**src/rtl/ifu.sv**
```systemverilog
// Instruction fetch unit: walks a PC through a combinational instruction ROM,
// buffers {pc, inst} packets in a 2-entry FIFO for decode, and handles redirect/EBREAK halt.
module ifu #(
    parameter logic [31:0] RESET_PC    = 32'h8000_0000,
    parameter logic [31:0] EBREAK_INST = 32'h0010_0073
) (
    input  logic        clk_i,
    input  logic        rst_i,
    output logic [31:0] pc_o,
    output logic        fetch_en_o,
    input  logic [31:0] inst_i,
    input  logic        redirect_valid_i,
    input  logic [31:0] redirect_pc_i,
    output logic        out_valid_o,
    input  logic        out_ready_i,
    output logic [31:0] out_pc_o,
    output logic [31:0] out_inst_o,
    output logic        halted_o,
    output logic        misalign_o,
    output logic [31:0] fetch_cnt_o,
    output logic [1:0]  state_o
);

    typedef enum logic [1:0] {
        ST_BOOT = 2'd0,
        ST_RUN  = 2'd1,
        ST_HALT = 2'd2
    } state_t;

    state_t      r_state;
    logic        r_halted;
    logic        r_misalign;
    logic [31:0] r_pc;
    logic [31:0] r_fetch_cnt;
    logic [1:0]  r_count;
    logic        r_rd_ptr;
    logic        r_wr_ptr;
    logic [31:0] r_mem_pc   [2];
    logic [31:0] r_mem_inst [2];

    logic w_redirect;
    logic w_push;
    logic w_pop;
    logic w_is_ebreak;

    // Decode handshake: a packet transfers on any cycle where out_valid_o and
    // out_ready_i are both high; out_valid_o never depends on out_ready_i.
    assign w_redirect  = redirect_valid_i && (r_state != ST_BOOT);
    assign fetch_en_o  = (r_state == ST_RUN) && (r_count < 2'd2) && !redirect_valid_i;
    assign w_push      = fetch_en_o;
    assign out_valid_o = (r_count != 2'd0);
    assign w_pop       = out_valid_o && out_ready_i;
    assign w_is_ebreak = (inst_i == EBREAK_INST);

    assign pc_o        = r_pc;
    assign out_pc_o    = r_mem_pc[r_rd_ptr];
    assign out_inst_o  = r_mem_inst[r_rd_ptr];
    assign halted_o    = r_halted;
    assign misalign_o  = r_misalign;
    assign fetch_cnt_o = r_fetch_cnt;
    assign state_o     = r_state;

    always_ff @(posedge clk_i or negedge rst_i) begin
        if (!rst_i) begin
            r_state  <= ST_BOOT;
            r_halted <= 1'b0;
        end else if (w_redirect) begin
            r_state  <= ST_RUN;
            r_halted <= 1'b0;
        end else begin
            case (r_state)
                ST_BOOT: begin
                    r_state  <= ST_RUN;
                    r_halted <= 1'b0;
                end
                ST_RUN: begin
                    if (w_push && w_is_ebreak) begin
                        r_state  <= ST_HALT;
                        r_halted <= 1'b1;
                    end
                end
                ST_HALT: begin
                    r_state  <= ST_HALT;
                    r_halted <= 1'b1;
                end
                default: begin
                    r_state  <= ST_BOOT;
                    r_halted <= 1'b0;
                end
            endcase
        end
    end

    always_ff @(posedge clk_i or negedge rst_i) begin
        if (!rst_i) begin
            r_pc        <= RESET_PC;
            r_count     <= 2'd0;
            r_rd_ptr    <= 1'b0;
            r_wr_ptr    <= 1'b0;
            r_fetch_cnt <= 32'd0;
            r_misalign  <= 1'b0;
        end else if (w_redirect) begin
            // A pop in this cycle is still delivered; everything left is dropped.
            r_pc       <= {redirect_pc_i[31:2], 2'b00};
            r_count    <= 2'd0;
            r_rd_ptr   <= 1'b0;
            r_wr_ptr   <= 1'b0;
            r_misalign <= (redirect_pc_i[1:0] != 2'b00);
        end else begin
            r_misalign <= 1'b0;
            if (w_push) begin
                r_pc        <= r_pc + 32'd4;
                r_wr_ptr    <= ~r_wr_ptr;
                r_fetch_cnt <= r_fetch_cnt + 32'd1;
            end
            if (w_pop) begin
                r_rd_ptr <= ~r_rd_ptr;
            end
            case ({w_push, w_pop})
                2'b10:   r_count <= r_count + 2'd1;
                2'b01:   r_count <= r_count - 2'd1;
                default: r_count <= r_count;
            endcase
        end
    end

    // Storage needs no reset: entries are only observed while count says they are valid.
    always_ff @(posedge clk_i) begin
        if (w_push && !w_redirect) begin
            r_mem_pc[r_wr_ptr]   <= r_pc;
            r_mem_inst[r_wr_ptr] <= inst_i;
        end
    end

endmodule

```
**config.mk**
```make
export PLATFORM = sky130hd
export DESIGN_NAME = ifu
export DESIGN_NICKNAME = d
export VERILOG_FILES = /design/src/rtl/ifu.sv
export SDC_FILE = /design/constraint.sdc
export NUM_CORES = 1
export LEC_CHECK = 0
export CORE_MARGIN = 4
export CORE_UTILIZATION = 45
export DETAILED_ROUTE_END_ITERATION = 10
export PLACE_DENSITY = 0.81
export SYNTH_ARGS = -nofsm -noshare
export SYNTH_HDL_FRONTEND = slang
export SYNTH_SLANG_ARGS = --single-unit
export TNS_END_PERCENT = 30
```
**constraint.sdc**
```tcl
create_clock -name clk_i -period 13.85 [get_ports clk_i]
set_input_delay 2.77 -clock clk_i [delete_from_list [all_inputs] [get_ports clk_i]]
set_output_delay 2.77 -clock clk_i [all_outputs]
set_load 0.01 [all_outputs]
```
==> out/results.ini <==
[outcome]
status=finished, final reports clean

[synth]
synth_area_leaders=edfxtp_1 (45%), dfrtp_1 (21%), mux2_2 (8.5%), xnor2_1 (3.2%), nand3_1 (1.8%)
async_flop_share=0.361
synth_xor_area_frac=0.0427
ys_seq_area_frac=0.668
yosysUniqueCellTypes=55
synth_compound_area_frac=0.0462
ys.warnings.count=0
synth_top_area_share=0.454
synth_seq_cells=194
syn_avg_cell_area_sq_um=14.3
synthCells=574
yosysTopAreaCell=edfxtp_1
synth_area_sq_um=8200
muxShareOfSynthArea=0.0863
synth_ff_type=edfxtp_1
yosys.area_share.simple=0.130
synth_edf_count=124
synth-adder-area-share=0.00610
synth_most_common_cell=edfxtp_1
synth_top_family_by_area=simple AND/OR/NAND/NOR gates
synthTopCellsByCount=edfxtp_1 (124), dfrtp_1 (69), mux2_2 (62)

[floorplanning]
initial_core_util=0.457
die-area_sq_um=20500
core_area_sq_um=18000
io_pins=202
die_width_um=143
rows=49
die_y_um=143

[critical_path]
rr_endpoint=r_mem_inst[1][0]
crit_fanout=16
cp-start-kind=input port
reg2reg_depth=6
r2r_slack_ns=10.87
worst-path-buf-inv=3
cp_top_family=buffers and inverters
worstPathArrival_ns=5.01
critPathMostFrequentCell=clkdlybuf4s50_1
max_stage_delay_ns=0.64
crit_slowest_cell=or3b_1
timing.rr.start=state_o[1]
path_cells=clkdlybuf4s50_1 -> or3b_1 -> clkinv_1 -> clkdlybuf4s50_1
crit_required_ns=11.08
crit_type=in -> out
crit_path_end_kind=output port

[place]
place.port_buffers=197
dp_hpwl_mm=13.1
gp_congestion=0.816
dp_cells=978

[global_routing]
use_met3=0.0640
grtUsageTotal=0.192
grt_use_met1=0.247
antenna_found_initial=0
grt.busiest_layer=met2
grt_first_pass_wirelength_mm=30.5
globalRouteOverflowTotal=0
grtUsageMet2=0.309
grt_start_max_net_pins=71
grt_pass1_vias=5660

[cts]
clock_path_buffers=2
cts_setup_buffers=0
cts-root-buf=clkbuf_16
numCtsBuffers=17
worstSkewPairLatency_ns=0.43
path_clk_slew_ns=0.07
cts.repair.resized=0
h-tree-depth=4
cts_tree=built
cts_hold_buf=0
cts_sinks=194

[sta]
clock.fmax_mhz=129
min_period_ns=7.78
min_period_over_period=0.561
tns_ns=0
rsz0062_at_grt=false
maxSlewViolCount=0
skew_ns=0.00832
slew_headroom=0.272
final-hold-violation-count=0
tightest_slew_ns=1.09
holdWs_ns=0.499
final-setup-viol-count=0

[routing]
post_drt_wl_per_cell_um=18.9
first_pass_iters=4
postRouteAntennaNets=0
drtIter0Drc=220
vias_per_cell=5.51
drc=0
num_vias=5566
totalWireLength_mm=19.1

[power]
switching_share=0.323
powerDensity_nw_per_um2=191
p_int_mw=1.42
p_comb_frac=0.337
p_sw_mw=0.677
clock_power_share=0.227
p_leak_nw=3.93
power_frac_seq=0.436
max-vdd-ir-drop_mv=0.106

[worst_hold_path]
worst_hold_startpoint=fetch_cnt_o[27]
min_path_type=reg -> reg
min_path_cells=1
hold_end=fetch_cnt_o[27]

[job]
maxCapViolations=0

[cells_and_area]
n_fill_cell=1416
multi_input_area_sq_um=2580
final-seq-area_sq_um=5480
num-nets-final=840
fin_cells=1010
drive_gt1_frac=0.147
antenna_cells=0
area_delta_synth_final_pct=33.3

-- logic make-up after synthesis --
family / count (synthesis)
other: 1
xor gates and xnor gates: 40
DFF: 194
and+or+nand+nor: 180
muxes: 63
adders and majority gates: 4
AOI/OAI and AO/OA: 56
buffers and inverters: 36
-- power by group through the flow --
| stage | registers (mW) | logic [mW] | clock network [mW] |
|---|---|---|---|
| after floorplan | 0.903 | 0.348 | 0 |
| final | 0.914 | 0.706 | 0.475 |
| after CTS | 0.917 | 0.715 | 0.485 |
| after global placement | 0.917 | 0.699 | 0 |
| after detailed placement | 0.928 | 0.710 | 0 |
| after global routing | 0.939 | 0.763 | 0.509 |
-- metal layers --
metal,wire length [um],vias up
met1,7960,2783
met4,316,0
met3,1750,28
met2,9100,185
li1,-,2570
met5,0,-
-- area by class of cell --
| cell class | instances | area share |
|---|---|---|
| Clock buffer | 17 | 0.0389 |
| Clock inverter | 15 | 0.0133 |
| Inverter | 8 | 0.00275 |
| Multi-Input combinational cell | 347 | 0.236 |
| Sequential cell | 194 | 0.501 |
| Tap cell | 229 | 0.0262 |
| Timing Repair Buffer | 200 | 0.182 |
-- registers in the layout, indices dropped and copies added (netlist names) --
name and cells:
fetch_cnt_o 32, pc_o 30, r_rd_ptr 1, r_mem_inst 64
r_mem_pc 60, halted_o 1, r_wr_ptr 1, r_count 2
state_o 2, misalign_o 1
-- cell usage in the layout, fill, tap and decap left out, types with 5 or more instances in the layout --
master           count
o21ai_0             12
xor2_1              10
nor2_1              31
nand4_1             17
and4_1              10
dfrtp_1             68
or4_1               11
xnor2_1             30
a311oi_1             5
nand3_1             30
inv_1                7
mux2_2              62
clkdlybuf4s50_1    196
nor4_1               6
nand2_1             29
o31ai_1             10
a31oi_1             13
edfxtp_1           124
and3_1              11
clkbuf_16           17
nor3_1               7
-- worst max-delay path by stage --
stage | startpoint | endpoint | cells past startpoint
after floorplan | redirect_valid_i | r_mem_inst[0][0] | 4
after global placement | redirect_valid_i | fetch_en_o | 4
after detailed placement | redirect_valid_i | fetch_en_o | 4
after CTS | redirect_valid_i | fetch_en_o | 4
after global routing | redirect_valid_i | fetch_en_o | 4
final | redirect_valid_i | fetch_en_o | 4
-- worst reg2reg max path, stage by stage (launching register included) --
cell      delay (ns)
dfrtp_1         0.40
inv_1           0.09
ha_1            0.25
or3b_1          0.69
clkinv_1        0.30
and2_2          0.18
buf_4           0.67
-- per-stage QoR --
stage          power (mW)  area [sq um]  setup WS, ns  utilization
2_1_floorplan        1.25          8220          7.29            -
4_1_cts              2.12         10900          6.08        0.609
3_3_place_gp         1.62         10400          6.13        0.577
3_5_place_dp         1.64         10400          6.09        0.577
5_1_grt              2.21         10900          5.91        0.609
6_report             2.09         10900          6.07        0.609
Power figures use the tool's default switching activity.
